==> src/rtl/fft_pkg.sv <==
// ---------------------------------------------------------------------------
// fft_pkg
//   Shared definitions for the FFT operand feeder slice:
//   - default WORD_SIZE / N_POINTS values
//   - addr_w(): index width for a frame of n samples
//   - state_t : feeder FSM states (FILL, ISSUE)
// ---------------------------------------------------------------------------
package fft_pkg;

  localparam int WORD_SIZE_DEF = 16;
  localparam int N_POINTS_DEF  = 16;

  typedef enum logic [0:0] {
    ST_FILL  = 1'b0,
    ST_ISSUE = 1'b1
  } state_t;

  function automatic int addr_w(input int n);
    return $clog2(n);
  endfunction

endpackage

==> src/rtl/fft_frame_ram.sv <==
// ---------------------------------------------------------------------------
// fft_frame_ram
//   Frame buffer for the triplet feeder: one synchronous write port and three
//   asynchronous read ports (one per adder operand). BANKS selects one or two
//   frame banks; with BANKS=1 the bank selects are ignored.
// Ports
//   i_clk        clock, rising edge
//   i_we         write enable
//   i_wr_bank    bank written (BANKS=2 only)
//   i_wr_addr    sample index written
//   i_wr_data    sample written
//   i_rd_bank    bank read by all three read ports (BANKS=2 only)
//   i_rd_addr_a/b/c  sample index per read port
//   o_rd_a/b/c   read data per read port
// ---------------------------------------------------------------------------
module fft_frame_ram
  import fft_pkg::*;
#(
  parameter int  WORD_SIZE = WORD_SIZE_DEF,
  parameter int  N_POINTS  = N_POINTS_DEF,
  parameter int  BANKS     = 1,
  localparam int ADDR_W    = addr_w(N_POINTS)
) (
  input  logic                 i_clk,
  input  logic                 i_we,
  input  logic                 i_wr_bank,
  input  logic [ADDR_W-1:0]    i_wr_addr,
  input  logic [WORD_SIZE-1:0] i_wr_data,
  input  logic                 i_rd_bank,
  input  logic [ADDR_W-1:0]    i_rd_addr_a,
  input  logic [ADDR_W-1:0]    i_rd_addr_b,
  input  logic [ADDR_W-1:0]    i_rd_addr_c,
  output logic [WORD_SIZE-1:0] o_rd_a,
  output logic [WORD_SIZE-1:0] o_rd_b,
  output logic [WORD_SIZE-1:0] o_rd_c
);

  // Storage is always sized for two banks; with BANKS=1 the upper bank is
  // never addressed and is trimmed away.
  logic [WORD_SIZE-1:0] r_mem [0:2*N_POINTS-1];
  logic                 w_wr_bank;
  logic                 w_rd_bank;

  assign w_wr_bank = (BANKS > 1) ? i_wr_bank : 1'b0;
  assign w_rd_bank = (BANKS > 1) ? i_rd_bank : 1'b0;

  // Sample write port.
  always_ff @(posedge i_clk) begin
    if (i_we) begin
      r_mem[{w_wr_bank, i_wr_addr}] <= i_wr_data;
    end
  end

  assign o_rd_a = r_mem[{w_rd_bank, i_rd_addr_a}];
  assign o_rd_b = r_mem[{w_rd_bank, i_rd_addr_b}];
  assign o_rd_c = r_mem[{w_rd_bank, i_rd_addr_c}];

endmodule

==> src/rtl/fft_triplet_feeder.sv <==
// ---------------------------------------------------------------------------
// fft_triplet_feeder
//   Operand stage for the 3-input adder of the 16-point FFT datapath.
//   Collects a frame of N_POINTS samples from a valid/ready stream, then
//   issues one triplet per cycle: A=x[k], B=x[(k+1)%N], C=x[(k+2)%N],
//   k=0..N-1, with o_sum_valid/o_sum_index delayed ADDER_LAT cycles to line
//   up with the adder's registered sum.
// Configuration
//   PINGPONG_EN  defined: two frame banks, filling one while issuing the
//                other (gapless issue under a continuous input stream).
//                undefined: single bank, o_ready low for the whole issue.
// Ports
//   i_clk, i_rst           clock; synchronous active-high reset
//   i_data, i_valid        input sample stream
//   o_ready                sample accepted when i_valid && o_ready
//   o_A, o_B, o_C          operand triplet for the adder
//   o_valid, o_index       triplet valid and its index k
//   o_last                 o_valid && k == N_POINTS-1
//   o_sum_valid/o_sum_index  o_valid/o_index delayed ADDER_LAT cycles
// ---------------------------------------------------------------------------
module fft_triplet_feeder
  import fft_pkg::*;
#(
  parameter int  WORD_SIZE = WORD_SIZE_DEF,
  parameter int  N_POINTS  = N_POINTS_DEF,
  parameter int  ADDER_LAT = 1,
  localparam int ADDR_W    = addr_w(N_POINTS)
) (
  input  logic                 i_clk,
  input  logic                 i_rst,
  input  logic [WORD_SIZE-1:0] i_data,
  input  logic                 i_valid,
  output logic                 o_ready,
  output logic [WORD_SIZE-1:0] o_A,
  output logic [WORD_SIZE-1:0] o_B,
  output logic [WORD_SIZE-1:0] o_C,
  output logic                 o_valid,
  output logic [ADDR_W-1:0]    o_index,
  output logic                 o_last,
  output logic                 o_sum_valid,
  output logic [ADDR_W-1:0]    o_sum_index
);

`ifdef PINGPONG_EN
  localparam int BANKS = 2;
`else
  localparam int BANKS = 1;
`endif

  localparam logic [ADDR_W-1:0] LAST_K = ADDR_W'(N_POINTS - 1);

  state_t                r_state;
  logic [ADDR_W-1:0]     r_wr_ptr;
  logic                  r_sv_pipe [ADDER_LAT];
  logic [ADDR_W-1:0]     r_si_pipe [ADDER_LAT];

`ifdef PINGPONG_EN
  logic                  r_fill_bank;   // bank currently being written
  logic                  r_issue_bank;  // bank currently being issued
  logic                  r_pend;        // a full bank is waiting for issue to end
  logic                  w_pend_next;
`endif

  logic                  w_accept;
  logic                  w_fill_done;
  logic                  w_issue_end;
  logic                  w_start;
  logic                  w_cont;
  logic                  w_next_valid;
  logic                  w_wr_bank;
  logic                  w_rd_bank;
  logic [ADDR_W-1:0]     w_rd_k;
  logic [WORD_SIZE-1:0]  w_a;
  logic [WORD_SIZE-1:0]  w_b;
  logic [WORD_SIZE-1:0]  w_c;

  assign w_accept    = i_valid & o_ready;
  assign w_fill_done = w_accept & (r_wr_ptr == LAST_K);
  assign w_issue_end = o_valid & o_last;

`ifdef PINGPONG_EN
  assign w_wr_bank = r_fill_bank;
`else
  assign w_wr_bank = 1'b0;
`endif

  // Decide what the next cycle presents: a new frame from k=0, the next k
  // of the running frame, or nothing.
  always_comb begin
    w_start   = 1'b0;
    w_rd_bank = 1'b0;
    w_rd_k    = {ADDR_W{1'b0}};
    w_cont    = (r_state == ST_ISSUE) & ~w_issue_end;
`ifdef PINGPONG_EN
    // A new frame starts when a bank completes while idle, or when the
    // running frame ends with a full bank ready (completed now or earlier).
    w_start = ((r_state == ST_FILL) & w_fill_done) |
              (w_issue_end & (w_fill_done | r_pend));
    if (w_start) begin
      if (r_pend) begin
        w_rd_bank = ~r_issue_bank;
      end else begin
        w_rd_bank = r_fill_bank;
      end
    end else begin
      w_rd_bank = r_issue_bank;
    end
    if (r_pend) begin
      w_pend_next = ~w_issue_end;
    end else begin
      w_pend_next = w_fill_done & (r_state == ST_ISSUE) & ~w_issue_end;
    end
`else
    w_start   = (r_state == ST_FILL) & w_fill_done;
    w_rd_bank = 1'b0;
`endif
    if (w_start) begin
      w_rd_k = {ADDR_W{1'b0}};
    end else begin
      w_rd_k = o_index + ADDR_W'(1);
    end
    w_next_valid = w_start | w_cont;
  end

  fft_frame_ram #(
    .WORD_SIZE (WORD_SIZE),
    .N_POINTS  (N_POINTS),
    .BANKS     (BANKS)
  ) u_ram (
    .i_clk       (i_clk),
    .i_we        (w_accept),
    .i_wr_bank   (w_wr_bank),
    .i_wr_addr   (r_wr_ptr),
    .i_wr_data   (i_data),
    .i_rd_bank   (w_rd_bank),
    .i_rd_addr_a (w_rd_k),
    .i_rd_addr_b (w_rd_k + ADDR_W'(1)),  // ADDR_W-bit wrap gives modulo N
    .i_rd_addr_c (w_rd_k + ADDR_W'(2)),
    .o_rd_a      (w_a),
    .o_rd_b      (w_b),
    .o_rd_c      (w_c)
  );

  // Feeder FSM: write pointer, bank bookkeeping and registered outputs.
  always_ff @(posedge i_clk) begin
    if (i_rst) begin
      r_state  <= ST_FILL;
      r_wr_ptr <= {ADDR_W{1'b0}};
      o_ready  <= 1'b0;
      o_valid  <= 1'b0;
      o_index  <= {ADDR_W{1'b0}};
      o_last   <= 1'b0;
      o_A      <= {WORD_SIZE{1'b0}};
      o_B      <= {WORD_SIZE{1'b0}};
      o_C      <= {WORD_SIZE{1'b0}};
`ifdef PINGPONG_EN
      r_fill_bank  <= 1'b0;
      r_issue_bank <= 1'b0;
      r_pend       <= 1'b0;
`endif
    end else begin
      if (w_accept) begin
        r_wr_ptr <= r_wr_ptr + ADDR_W'(1);
      end
      r_state <= w_next_valid ? ST_ISSUE : ST_FILL;
      o_valid <= w_next_valid;
      if (w_next_valid) begin
        o_index <= w_rd_k;
        o_last  <= (w_rd_k == LAST_K);
        o_A     <= w_a;
        o_B     <= w_b;
        o_C     <= w_c;
      end else begin
        o_index <= {ADDR_W{1'b0}};
        o_last  <= 1'b0;
        o_A     <= {WORD_SIZE{1'b0}};
        o_B     <= {WORD_SIZE{1'b0}};
        o_C     <= {WORD_SIZE{1'b0}};
      end
`ifdef PINGPONG_EN
      if (w_fill_done) begin
        r_fill_bank <= ~r_fill_bank;
      end
      if (w_start) begin
        r_issue_bank <= w_rd_bank;
      end
      r_pend  <= w_pend_next;
      o_ready <= ~w_pend_next;
`else
      case (r_state)
        ST_FILL:  o_ready <= ~w_fill_done;
        ST_ISSUE: o_ready <= w_issue_end;
        default:  o_ready <= 1'b0;
      endcase
`endif
    end
  end

  // Latency shift of o_valid/o_index to match the adder's registered sum.
  always_ff @(posedge i_clk) begin
    if (i_rst) begin
      for (int i = 0; i < ADDER_LAT; i++) begin
        r_sv_pipe[i] <= 1'b0;
        r_si_pipe[i] <= {ADDR_W{1'b0}};
      end
    end else begin
      r_sv_pipe[0] <= o_valid;
      r_si_pipe[0] <= o_index;
      for (int i = 1; i < ADDER_LAT; i++) begin
        r_sv_pipe[i] <= r_sv_pipe[i-1];
        r_si_pipe[i] <= r_si_pipe[i-1];
      end
    end
  end

  assign o_sum_valid = r_sv_pipe[ADDER_LAT-1];
  assign o_sum_index = r_si_pipe[ADDER_LAT-1];

endmodule

==> config.mk <==
export PLATFORM = sky130hd
export DESIGN_NAME = fft_triplet_feeder
export DESIGN_NICKNAME = d
export VERILOG_FILES = /design/src/rtl/fft_pkg.sv /design/src/rtl/fft_frame_ram.sv /design/src/rtl/fft_triplet_feeder.sv
export SDC_FILE = /design/constraint.sdc
export NUM_CORES = 1
export LEC_CHECK = 0
export CAP_MARGIN = 20
export CORE_MARGIN = 2
export CORE_UTILIZATION = 53
export CTS_BUF_LIST = sky130_fd_sc_hd__clkbuf_4 sky130_fd_sc_hd__clkbuf_8
export DETAILED_ROUTE_END_ITERATION = 6
export DONT_BUFFER_PORTS = 1
export PLACE_DENSITY = 0.71
export SLEW_MARGIN = 5
export SYNTH_ARGS = -nofsm -noshare
export SYNTH_HDL_FRONTEND = slang
export SYNTH_SLANG_ARGS = --single-unit
export TNS_END_PERCENT = 20
==> constraint.sdc <==
create_clock -name i_clk -period 2.2 [get_ports i_clk]
set_input_delay 0 -clock i_clk [delete_from_list [all_inputs] [get_ports i_clk]]
set_output_delay 0 -clock i_clk [all_outputs]
set_load 0.01 [all_outputs]
# Word-level counts from Yosys, hierarchy flattened
# Memory sizes are Yosys's and may differ from the RTL's. A register that Yosys moved wholly into a read port is not among the register bits.
# Index checks and enable logic that the tools add are counted.
# word_totals
register_bits	12
latchBits	0
ramBits	517
mem_bits_ro	0
input_bits	19
elab_cells	40
mem_count	3
# classes
n_addsub	4
mul	0
div	0
n_lt_le_gt_ge	0
eq_ne	2
shifts	0
muxes	12
bitwise_logic	10
reduce_logical	3
# mem_list
name	depth	width	rd	rd_ports_with_merged_regs	wr	line_no	rtl
u_ram.r_mem	32	16	3	3	1	fft_frame_ram.sv:40	logic [WORD_SIZE-1:0] r_mem [0:2*N_POINTS-1];
r_si_pipe	1	4	1	0	1	fft_triplet_feeder.sv:55	logic [ADDR_W-1:0] r_si_pipe [ADDER_LAT];
r_sv_pipe	1	1	1	0	1	fft_triplet_feeder.sv:54	logic r_sv_pipe [ADDER_LAT];
# op_table
cell	n
4-bit by 1-bit adder with 4-bit output (second input constant)	3
1-bit 2-to-1 mux	9
4-bit equality test (second input constant)	2
4-bit 2-to-1 mux	2
1-bit bitwise AND	5
4-bit by 2-bit adder with 4-bit output (second input constant)	1
1-bit inverter	4
4-bit OR reduction	1
1-bit case mux with 2 select lines	1
2-bit OR reduction	1
1-bit OR	1
1-bit OR reduction	1

# Logic depth before layout (Yosys ltp)
# depth
ltp_word	6
mapped_depth	10

# Hierarchy
# From an unflattened synthesis, not the netlist that was laid out.
# unflattened
hier_cells	856
area_unflattened_um2	15612.5
# by_module_without_submodules
module	n_inst	cells_each	area_each_um2
fft_frame_ram	1	690	13663.1
fft_triplet_feeder	1	166	1949.4

# Worst setup path before layout
# No wires, ideal clock.
# synth_timing
path_kind	flip-flop to flip-flop
start	reg o_index[1]
end	reg o_A[12] (read register of u_ram.r_mem)
setup_ns	0.122
arrival_ns	2.249
required_time_ns	2.078
setup_slack_ns	-0.171
path_stages_with_launch	10
n_path_buf	3
period_less_slack_ns	2.371
cell_sequence	dfxtp_1 ha_1 xnor2_1 buf_2 buf_2 buf_1 nor2_1 o21ai_0 nand3_1 a221o_1
# synth_between
elab_chain_len	2
# synth_lines
item	line_no	rtl
start: declaration	fft_triplet_feeder.sv:38	output logic [ADDR_W-1:0] o_index,
start signal: assignment	fft_triplet_feeder.sv:151	o_index <= {ADDR_W{1'b0}};
start signal: assignment	fft_triplet_feeder.sv:168	o_index <= w_rd_k;
start signal: assignment	fft_triplet_feeder.sv:174	o_index <= {ADDR_W{1'b0}};
4-bit by 1-bit adder with 4-bit output	fft_triplet_feeder.sv:120	w_rd_k = o_index + ADDR_W'(1);
4-bit 2-to-1 mux	fft_triplet_feeder.sv:117	if (w_start) begin
end: declaration	fft_triplet_feeder.sv:34	output logic [WORD_SIZE-1:0] o_A,
# Every way passes these cells.
# A chain may end at the register's enable or synchronous reset.

# Final worst setup path
# layout_timing
start	reg o_index[0]
end	reg o_C[9] (read register of u_ram.r_mem)
# layout_between
elab_chain_len	3
# layout_lines
item	line_no	rtl
4-bit by 1-bit adder with 4-bit output	fft_triplet_feeder.sv:120	
4-bit 2-to-1 mux	fft_triplet_feeder.sv:117	
4-bit by 2-bit adder with 4-bit output	fft_triplet_feeder.sv:138	.i_rd_addr_c (w_rd_k + ADDR_W'(2)),
end: declaration	fft_triplet_feeder.sv:36	output logic [WORD_SIZE-1:0] o_C,
# Every way passes these cells.

==> reports/metrics.yaml <==
status:
  outcome: "finished with violations"
  violations: "negative setup slack"
worst_hold_path:
  holdPathEnd: "u_ram.r_mem[13][11]"
  hp-class: "primary input to register"
  hp-start: "i_valid"
  min_delay_path_depth: 3
floorplan:
  die-area_um2: 31900
  pin_count: 79
  die_w_um: 179
  num_rows: 63
  initial_core_util: 0.541
  core-area_um2: 29900
  die_h_um: 179
cts:
  clock-sinks: 320
  clockBufferDepth: 3
  htree_levels: 2
  clk_latency_ps: 640
  cts-root-buf: "clkbuf_8"
  path_clk_slew_ps: 70
  cts_tree: "built"
  cts_made_buffers: 53
place:
  place_congestion: 0.978
  port_buffers: 0
  dp_hpwl_mm: 38.2
  place_worst_setup_slack_ps: -264
sta:
  rsz0062_at_grt: "true"
  relSlewSlack: 0.420
  final.setup.tns_ps: -60.3
  post-route-min-period_ps: 2220
  worstMarginPinSlew_ps: 867
  fin_skew_ps: 37.7
  fin_ws_ps: -21.2
  fmax_mhz: 450
  fin_crit_sh: 1.01
  slew_violations: 0
  hold_viol: 0
  setup_viol: 3
layout:
  nets: 1599
  num_antenna_cells: 0
  area_delta_synth_final_pct: 25.5
  layout_common_cells: "256 x edfxtp_1, 191 x buf_4, 95 x nand2_1"
  layout_commonest_cell: "edfxtp_1"
  drive_gt1_frac: 0.301
  n_fill_cell: 2186
global_routing:
  grt_pass1_wl_mm: 81.8
  grt_pass1_vias: 13200
  grt_use_total: 0.351
  gr-total-overflow: 0
  grt_max_degree: 40
  antenna_found_initial: 1
worst_setup_path:
  start_kind: "register"
  worst_ep_arrival_time_ps: 2720
  ff2ff_path_depth: 9
  slowest_delay_ps: 390
  r2r_end: "o_C[9]"
  critPathKind: "register to register"
  critPathCaptureType: "register"
  critical_path_peak_fanout: 5
  r2r_start: "o_index[0]"
  r2r_slack_ps: -20
  path_cells: "ha_4 > xor2_4 > buf_8 > buf_12 > mux2i_1 > o21a_1 > o2111ai_1 > a221oi_2 > a211oi_1"
  cp_slowest_cell: "a221oi_2"
  critPathRequiredTime_ps: 2700
logic_synthesis:
  synth_area_per_cell_um2: 11.7
  synth_seq_cells: 320
  yosysSeqAreaShare: 0.555
  syn-num-nets: 1403
  synth_area_um2: 16200
  synthCells: 1379
  synth-main-ff-cell: "edfxtp_1"
  synth_async_sr_flop_share: 0
  ys_types: 73
  synth_warnings: 0
  synth-edff-count: 256
routing:
  drt-pass1-iter-count: 6
  drcViolationCount: 0
  drtIter0Drc: 2108
  num_vias: 13900
  ant_nets: 0
  wl_per_cell_um: 28.5
  avgViaCountPerCell: 6.92
  routed_wl_mm: 57.3
power:
  powerDensity_nw_per_um2: 600
  total_power_mw: 12.2
  p_leak_nw: 7.06
  ir_worst_vdd_mv: 0.593
job:
  max-cap-violations: 0
-- worst max-delay path, delay by kind of cell (launching register included) --
kind	cells	cell delay [ps]
AOI/OAI and AO/OA	4	760
DFF	1	370
buffers and inverters	2	280
xor gates and xnor gates	1	250
muxes	1	230
adders and majority gates	1	200
-- routing by layer --
layer	up-vias	track usage	part of all wire
met5	-	0	0
met4	0	0.181	0.046
met3	220	0.0734	0.12
met2	1082	0.532	0.45
met1	6755	0.480	0.38
li1	5862	-	-
-- logic make-up (layout without fill, tap and decap cells) --
group	Yosys count	in the layout	synth area share
DFF	320	320	0.555
adders and majority gates	5	5	0.00387
xor gates and xnor gates	10	10	0.00704
buffers and inverters	128	369	0.0338
and+or+nand+nor	297	297	0.0850
AOI/OAI and AO/OA	456	456	0.196
muxes	163	163	0.119
-- synthesized netlist by cell type (all sizes together), types with 8 or more instances --
library cell,instances,area share
dfxtp,64,0.079
o2bb2ai,16,0.0087
buf,58,0.018
clkbuf,62,0.014
a31oi,30,0.012
and2,36,0.014
nor3,12,0.0040
and3,8,0.0031
edfxtp,256,0.48
a22oi,8,0.0037
a211oi,41,0.019
nand2,96,0.022
o211ai,18,0.0087
a311oi,8,0.0043
o22ai,28,0.011
mux2,50,0.035
o32ai,12,0.0065
a221oi,35,0.019
a2111oi,13,0.0070
nor2b,16,0.0062
a2bb2oi,12,0.0065
mux4,19,0.026
nor2,82,0.020
a221o,9,0.0056
nand3,32,0.0099
mux2i,94,0.058
a21oi,104,0.032
o21ai,61,0.019
-- report_power, final --
group          internal (mW)  switching [mW]
clock                   2.94            2.47
sequential              6.56          0.0236
combinational         0.0590           0.133
-- layout make-up --
cell class,count,area [um^2],area share
Timing Repair Buffer,261,2560,0.126
Clock buffer,82,1010,0.0498
Multi-Input combinational cell,931,7120,0.351
Clock inverter,18,96.3,0.00475
Tap cell,390,488,0.0241
Inverter,8,30.0,0.00148
Sequential cell,320,8980,0.443
-- through the flow --
step	std cells	util	hold WS [ps]	area, um^2
4_1_cts	1998	0.658	209	19700
3_5_place_dp	1875	0.611	76.2	18300
2_1_floorplan	1379	-	98.9	16200
5_1_grt	2010	0.679	233	20300
6_report	2010	0.679	249	20300
3_3_place_gp	1875	0.611	73.2	18300
-- how the worst max path moves through the flow --
stage / start / to / cells after the start
CTS: o_index[1] / o_C[14] / 9
detailed placement: o_index[0] / o_C[14] / 9
global placement: o_index[1] / o_C[14] / 9
floorplan: o_index[1] / o_A[15] / 8
finish: o_index[0] / o_C[9] / 9
global route: o_index[0] / o_B[5] / 7
-- state kept, by name, indices dropped and copies added (netlist names) --
| name | cells |
|---|---|
| u_ram.r_mem | 256 |
| o_A | 16 |
| o_B | 16 |
| o_C | 16 |
| o_index | 4 |
| r_si_pipe | 4 |
| r_wr_ptr | 4 |
| o_last | 1 |
| o_ready | 1 |
| o_valid | 1 |
| r_sv_pipe | 1 |
-- what timing repair did --
item,CTS,global route
cloned,0,5
setup endpoints to repair,40,46
resized for setup,20,105
endpoints found under the hold margin,317,0
hold buffers,18,0
pin swaps,6,21
setup buffers,5,7
(Power assumes the default switching activity.)
